`src/rtl/aes_pkg.sv`:
```
// Shared AES definitions: round/width constants, key-schedule state type and the round-constant table.
package aes_pkg;

    localparam int NR    = 10;
    localparam int KEY_W = 128;

    typedef logic [31:0] aes_word_t;

    typedef enum logic [1:0] {
        IDLE = 2'd0,
        FWD  = 2'd1,
        EMIT = 2'd2
    } ks_state_t;

    // Only rounds 1..10 are meaningful; other indices never reach the G function.
    function automatic logic [7:0] rcon(input logic [3:0] rnd);
        case (rnd)
            4'd1:    return 8'h01;
            4'd2:    return 8'h02;
            4'd3:    return 8'h04;
            4'd4:    return 8'h08;
            4'd5:    return 8'h10;
            4'd6:    return 8'h20;
            4'd7:    return 8'h40;
            4'd8:    return 8'h80;
            4'd9:    return 8'h1b;
            4'd10:   return 8'h36;
            default: return 8'h00;
        endcase
    endfunction

endpackage

```
`src/rtl/aes_g_word.sv`:
```
// Key-expansion G function: RotWord, per-byte SubWord, then round-constant XOR on the top byte.
module aes_g_word
    import aes_pkg::*;
(
    input  aes_word_t  w,
    input  logic [3:0] rnd,
    output aes_word_t  g
);

    aes_word_t rot;
    aes_word_t sub;

    assign rot = {w[23:0], w[31:24]};

    for (genvar i = 0; i < 4; i++) begin : g_sbox
        aes_sbox u_sbox (
            .a (rot[8*i +: 8]),
            .s (sub[8*i +: 8])
        );
    end

    assign g = sub ^ {rcon(rnd), 24'h000000};

endmodule

```
`src/rtl/aes_sbox.sv`:
```
// AES forward S-box: multiplicative inverse in GF(2^8) followed by the affine transform.
module aes_sbox (
    input  logic [7:0] a,
    output logic [7:0] s
);

    function automatic logic [7:0] gf_mul(input logic [7:0] x, input logic [7:0] y);
        logic [7:0] p;
        logic [7:0] t;
        p = 8'h00;
        t = x;
        for (int i = 0; i < 8; i++) begin
            if (y[i]) p = p ^ t;
            t = {t[6:0], 1'b0} ^ (t[7] ? 8'h1b : 8'h00);
        end
        return p;
    endfunction

    // x^254 is the field inverse, and conveniently maps 0 to 0.
    function automatic logic [7:0] gf_inv(input logic [7:0] x);
        logic [7:0] p;
        logic [7:0] r;
        p = x;
        r = 8'h01;
        for (int i = 1; i < 8; i++) begin
            p = gf_mul(p, p);
            r = gf_mul(r, p);
        end
        return r;
    endfunction

    logic [7:0] inv;

    always_comb begin
        inv = gf_inv(a);
        s   = inv ^ {inv[6:0], inv[7]} ^ {inv[5:0], inv[7:6]}
                  ^ {inv[4:0], inv[7:5]} ^ {inv[3:0], inv[7:4]} ^ 8'h63;
    end

endmodule

```
`src/rtl/aes_inv_key_sched.sv`:
```
// AES-128 decryption key schedule: expands the cipher key forward to K10, then walks back to K0 one key per handshake.
module aes_inv_key_sched #(
    parameter int NR    = aes_pkg::NR,
    parameter int KEY_W = aes_pkg::KEY_W
) (
    input  logic             clk,
    input  logic             rst_n,
    input  logic [KEY_W-1:0] key_in,
    input  logic             key_valid,
    output logic             key_ready,
    output logic [KEY_W-1:0] rk_out,
    output logic [3:0]       rk_round,
    output logic             rk_valid,
    input  logic             rk_ready,
    output logic             busy
);
    import aes_pkg::*;

    if (NR != 10 || KEY_W != 128) begin : g_bad_param
        $error("aes_inv_key_sched supports only AES-128 (NR=10, KEY_W=128)");
    end

    localparam logic [3:0] LAST_RND = 4'(NR);

    ks_state_t        state;
    logic [KEY_W-1:0] key_q;
    logic [3:0]       rnd;

    aes_word_t a, b, c, d;
    aes_word_t d_rev;
    aes_word_t g_in;
    aes_word_t g_out;
    logic [KEY_W-1:0] fwd_key;
    logic [KEY_W-1:0] rev_key;

    assign {a, b, c, d} = key_q;
    assign d_rev        = d ^ c;

    // One shared G: the reverse step needs G of the recovered last word, the forward step G of w3.
    assign g_in = (state == EMIT) ? d_rev : d;

    aes_g_word u_g (
        .w   (g_in),
        .rnd (rnd),
        .g   (g_out)
    );

    always_comb begin
        fwd_key[127:96] = a ^ g_out;
        fwd_key[95:64]  = fwd_key[127:96] ^ b;
        fwd_key[63:32]  = fwd_key[95:64] ^ c;
        fwd_key[31:0]   = fwd_key[63:32] ^ d;
        rev_key         = {a ^ g_out, b ^ a, c ^ b, d_rev};
    end

    always_ff @(posedge clk or negedge rst_n) begin
        if (!rst_n) begin
            state <= IDLE;
            key_q <= '0;
            rnd   <= 4'd0;
        end else begin
            case (state)
                IDLE: begin
                    if (key_valid) begin
                        key_q <= key_in;
                        rnd   <= 4'd1;
                        state <= FWD;
                    end
                end
                FWD: begin
                    key_q <= fwd_key;
                    if (rnd == LAST_RND) state <= EMIT;
                    else                 rnd   <= rnd + 4'd1;
                end
                EMIT: begin
                    if (rk_ready) begin
                        if (rnd != 4'd0) begin
                            key_q <= rev_key;
                            rnd   <= rnd - 4'd1;
                        end else begin
                            state <= IDLE;
                        end
                    end
                end
                default: state <= IDLE;
            endcase
        end
    end

    assign key_ready = (state == IDLE);
    assign busy      = (state != IDLE);
    assign rk_valid  = (state == EMIT);
    assign rk_out    = rk_valid ? key_q : '0;
    assign rk_round  = rnd;

endmodule

```
`config.mk`:
```
export PLATFORM = sky130hd
export DESIGN_NAME = aes_inv_key_sched
export DESIGN_NICKNAME = d
export VERILOG_FILES = /design/src/rtl/aes_pkg.sv /design/src/rtl/aes_g_word.sv /design/src/rtl/aes_sbox.sv /design/src/rtl/aes_inv_key_sched.sv
export SDC_FILE = /design/constraint.sdc
export NUM_CORES = 2
export LEC_CHECK = 0
export CELL_PAD_IN_SITES_DETAIL_PLACEMENT = 2
export CELL_PAD_IN_SITES_GLOBAL_PLACEMENT = 2
export CORE_MARGIN = 10
export CORE_UTILIZATION = 35
export CTS_CLUSTER_SIZE = 24
export DETAILED_ROUTE_END_ITERATION = 12
export GPL_ROUTABILITY_DRIVEN = 0
export PLACE_DENSITY = 0.8
export SLEW_MARGIN = 10
export SYNTH_ARGS = -nofsm -noshare
export SYNTH_HDL_FRONTEND = slang
export SYNTH_SLANG_ARGS = --single-unit
```
`constraint.sdc`:
```
create_clock -name clk -period 44.7 [get_ports clk]
set_input_delay 13.41 -clock clk [delete_from_list [all_inputs] [get_ports clk]]
set_output_delay 13.41 -clock clk [all_outputs]
set_load 0.05 [all_outputs]
```
==> out/qor.yml <==
global_route:
  grt_remaining_overflow: 0
  grt_pass1_vias: 77900
  track_usage_pct: 26.8
  grt_pass1_wl_mm: 474
  grt_max_degree: 163
  grt_antenna_before_repair: 19
critical_path:
  worstSetupPathType: "register to register"
  startpoint: "state[0]$_DFFE_PN0P_"
  worstPathMaxFanout: 162
  cpMostUsedCell: "xnor2_1"
  r2r_slack_ps: 22340
  critPathMaxStageDelay_ps: 1040
  cp-end-kind: "register"
  crit_arrival_ps: 22740
  rr_endpoint: "key_q[33]$_DFFE_PN0P_"
  cp-start-kind: "register"
  crit_slowest_cell: "xnor2_1"
  rr_worst_depth: 56
  r2r_start: "state[0]$_DFFE_PN0P_"
  cp.required_ps: 45070
  cpLargestDelayFamily: "XOR/XNOR gates"
  critical_path.n_buffers_inverters: 3
die:
  die_h_um: 466
  rows: 163
  ios: 267
  die_width_um: 466
  initial_core_util_pct: 35.2
  core_sq_mm: 0.197
  die-area_sq_mm: 0.217
finish:
  layout.nets: 9621
  areaGrowthSynthToFinish_pct: 8.88
  fillCellCount: 23300
  layout_common_cells: "1773 x xnor2_1, 1294 x nor2_1, 925 x nand2_1"
  regArea_sq_mm: 0.00335
  layout_commonest_cell: "xnor2_1"
  multi_input_area_sq_mm: 0.0631
  drive_above_1_share_pct: 7.94
timing:
  fin_skew_ps: 26.7
  finalCritPeriodShare_pct: 50.0
  final.min_clock_period_ps: 22360
  hold_viol_final: 0
  fmax_mhz: 44.7
  slew_headroom_pct: 14.1
  finalSetupViolations: 0
  tns_ps: 0
  tightest_slew_ps: 1280
  drv_slew: 0
  rsz0062_at_grt: "no"
drt:
  avgViaCountPerCell: 5.92
  drt-initial-drc-count: 4786
  final_antenna_net_count: 0
  first_pass_iters: 8
  wl_mm: 305
  drc_errors: 0
  routedWlPerCell_um: 25.2
  dr_total_vias: 71700
min_path:
  min_delay_worst_endpoint: "key_q[112]$_DFFE_PN0P_"
  worstHoldPathCells: 2
  hp-class: "register to register"
  worstHoldStart: "key_q[112]$_DFFE_PN0P_"
clock_network:
  ctsResizeCount: 0
  hold_buffers: 0
  cts_tree: "done"
  worstSkewPairLatency_ps: 510
  cts_buffers: 17
  cts_setup_buffers: 0
  clk_pin_slew_worst_paths_ps: 80
  clk_path_buf_depth: 2
  root_buffer: "clkbuf_16"
  clock_sinks: 134
  h-tree-depth: 4
synth:
  seq_area_frac_synth_pct: 4.82
  synth_edf_count: 0
  netlist_instances: 9607
  ys_warn_count: 0
  ys_seq_elements: 134
  syn_nets: 9769
  yosys.cell_types.count: 124
  synthFlopType: "dfrtp_1"
  ys_async_sr_fraction_pct: 100
  syn_area_sq_mm: 0.0695
  syn_area_per_cell_sq_um: 7.24
outcome:
  outcome: "complete, no violations"
placement:
  port_buffers: 266
  dp_hpwl_mm: 231
job:
  cap_violations: 0
## state kept, by name, indices dropped and copies added (netlist names)
name,flops
key_q,128
rk_round,4
state,2
## worst min-delay path, stage by stage, from the launching register on
cell and delay (ps):
dfrtp_1 410, nand2_1 70, o21ai_0 60
## area by class of cell
class	instances	share of cell area, %
Antenna cell	15	0.0496
Clock buffer	18	0.580
Clock inverter	13	0.182
Inverter	142	0.707
Multi-Input combinational cell	8623	83.4
Sequential cell	134	4.43
Tap cell	2640	4.36
Timing Repair Buffer	541	6.29
## metrics by stage
step | util [%] | cells | setup slack, ps | cell area [sq um] | hold slack [ps]
after floorplan | - | 9607 | 26860 | 69500 | 501
after global placement | 38.0 | 12100 | 23130 | 75100 | 522
after detailed placement | 38.0 | 12100 | 22480 | 75100 | 559
after CTS | 38.3 | 12100 | 22300 | 75700 | 577
after global routing | 38.4 | 12100 | 20760 | 75700 | 611
final | 38.4 | 12100 | 22340 | 75700 | 576
## worst max-delay path by stage
stage / endpoint / slack (ps) / depth (start not counted)
after global placement: key_q[33]$_DFFE_PN0P_ / 23130 / 57
after floorplan: key_q[68]$_DFFE_PN0P_ / 26860 / 77
after global routing: key_q[33]$_DFFE_PN0P_ / 20760 / 57
after CTS: key_q[1]$_DFFE_PN0P_ / 22300 / 56
final: key_q[33]$_DFFE_PN0P_ / 22340 / 56
after detailed placement: key_q[33]$_DFFE_PN0P_ / 22480 / 57
## synthesized netlist by cell type, types with 26 or more instances
cell type	number	share of area, %
or3_1	46	0.41
o211ai_1	80	0.86
o31ai_1	38	0.41
inv_1	121	0.65
dfrtp_1	134	4.8
nand2b_1	101	0.91
a211oi_1	104	1.1
o21ai_0	522	3.8
a221oi_1	47	0.59
or2_2	26	0.23
mux2_2	42	0.68
o221ai_1	31	0.39
xor3_1	34	1.2
xor2_1	564	7.1
xor2_2	35	0.82
nor2b_1	58	0.52
nand4_1	32	0.29
mux2i_1	228	3.3
a31oi_1	83	0.75
xnor3_1	220	7.1
nand3_1	201	1.4
xnor2_1	1817	23
buf_2	134	0.96
xnor2_2	124	2.9
nor2_1	1296	7.0
a21oi_1	522	3.8
nor3_1	300	2.2
a222oi_1	29	0.42
buf_1	62	0.33
ha_1	29	0.52
and3_1	51	0.46
o22ai_1	167	1.5
a22oi_1	73	0.79
and2_1	137	1.2
clkbuf_1	479	2.6
nand2_1	927	5.0
a32oi_1	57	0.72
o21ai_1	46	0.33
## layer usage
metal	GRT usage, %	share of wire [%]	wire, um	vias up
li1	-	-	-	32800
met1	33.0	42	129000	36900
met2	47.3	49	151000	1543
met3	2.18	3.4	10400	472
met4	12.6	4.7	14400	2
met5	0	0.0043	13	-
## logic make-up (layout without fill, tap and decap cells)
logic type / Yosys count / after routing / share of synthesized area (%)
AOI/OAI and AO/OA: 2147 / 2147 / 19.9
xor gates and xnor gates: 2853 / 2853 / 44.2
adders and majority gates: 34 / 34 / 0.608
buffers and inverters: 850 / 714 / 5.07
DFF: 134 / 134 / 4.82
muxes: 282 / 282 / 4.29
other: 0 / 15 / 0
and+or+nand+nor: 3307 / 3307 / 21.1
Power is left out: the tool's default activity adds up to more than one toggle a clock period on the data nets, which glitch-free logic cannot reach.
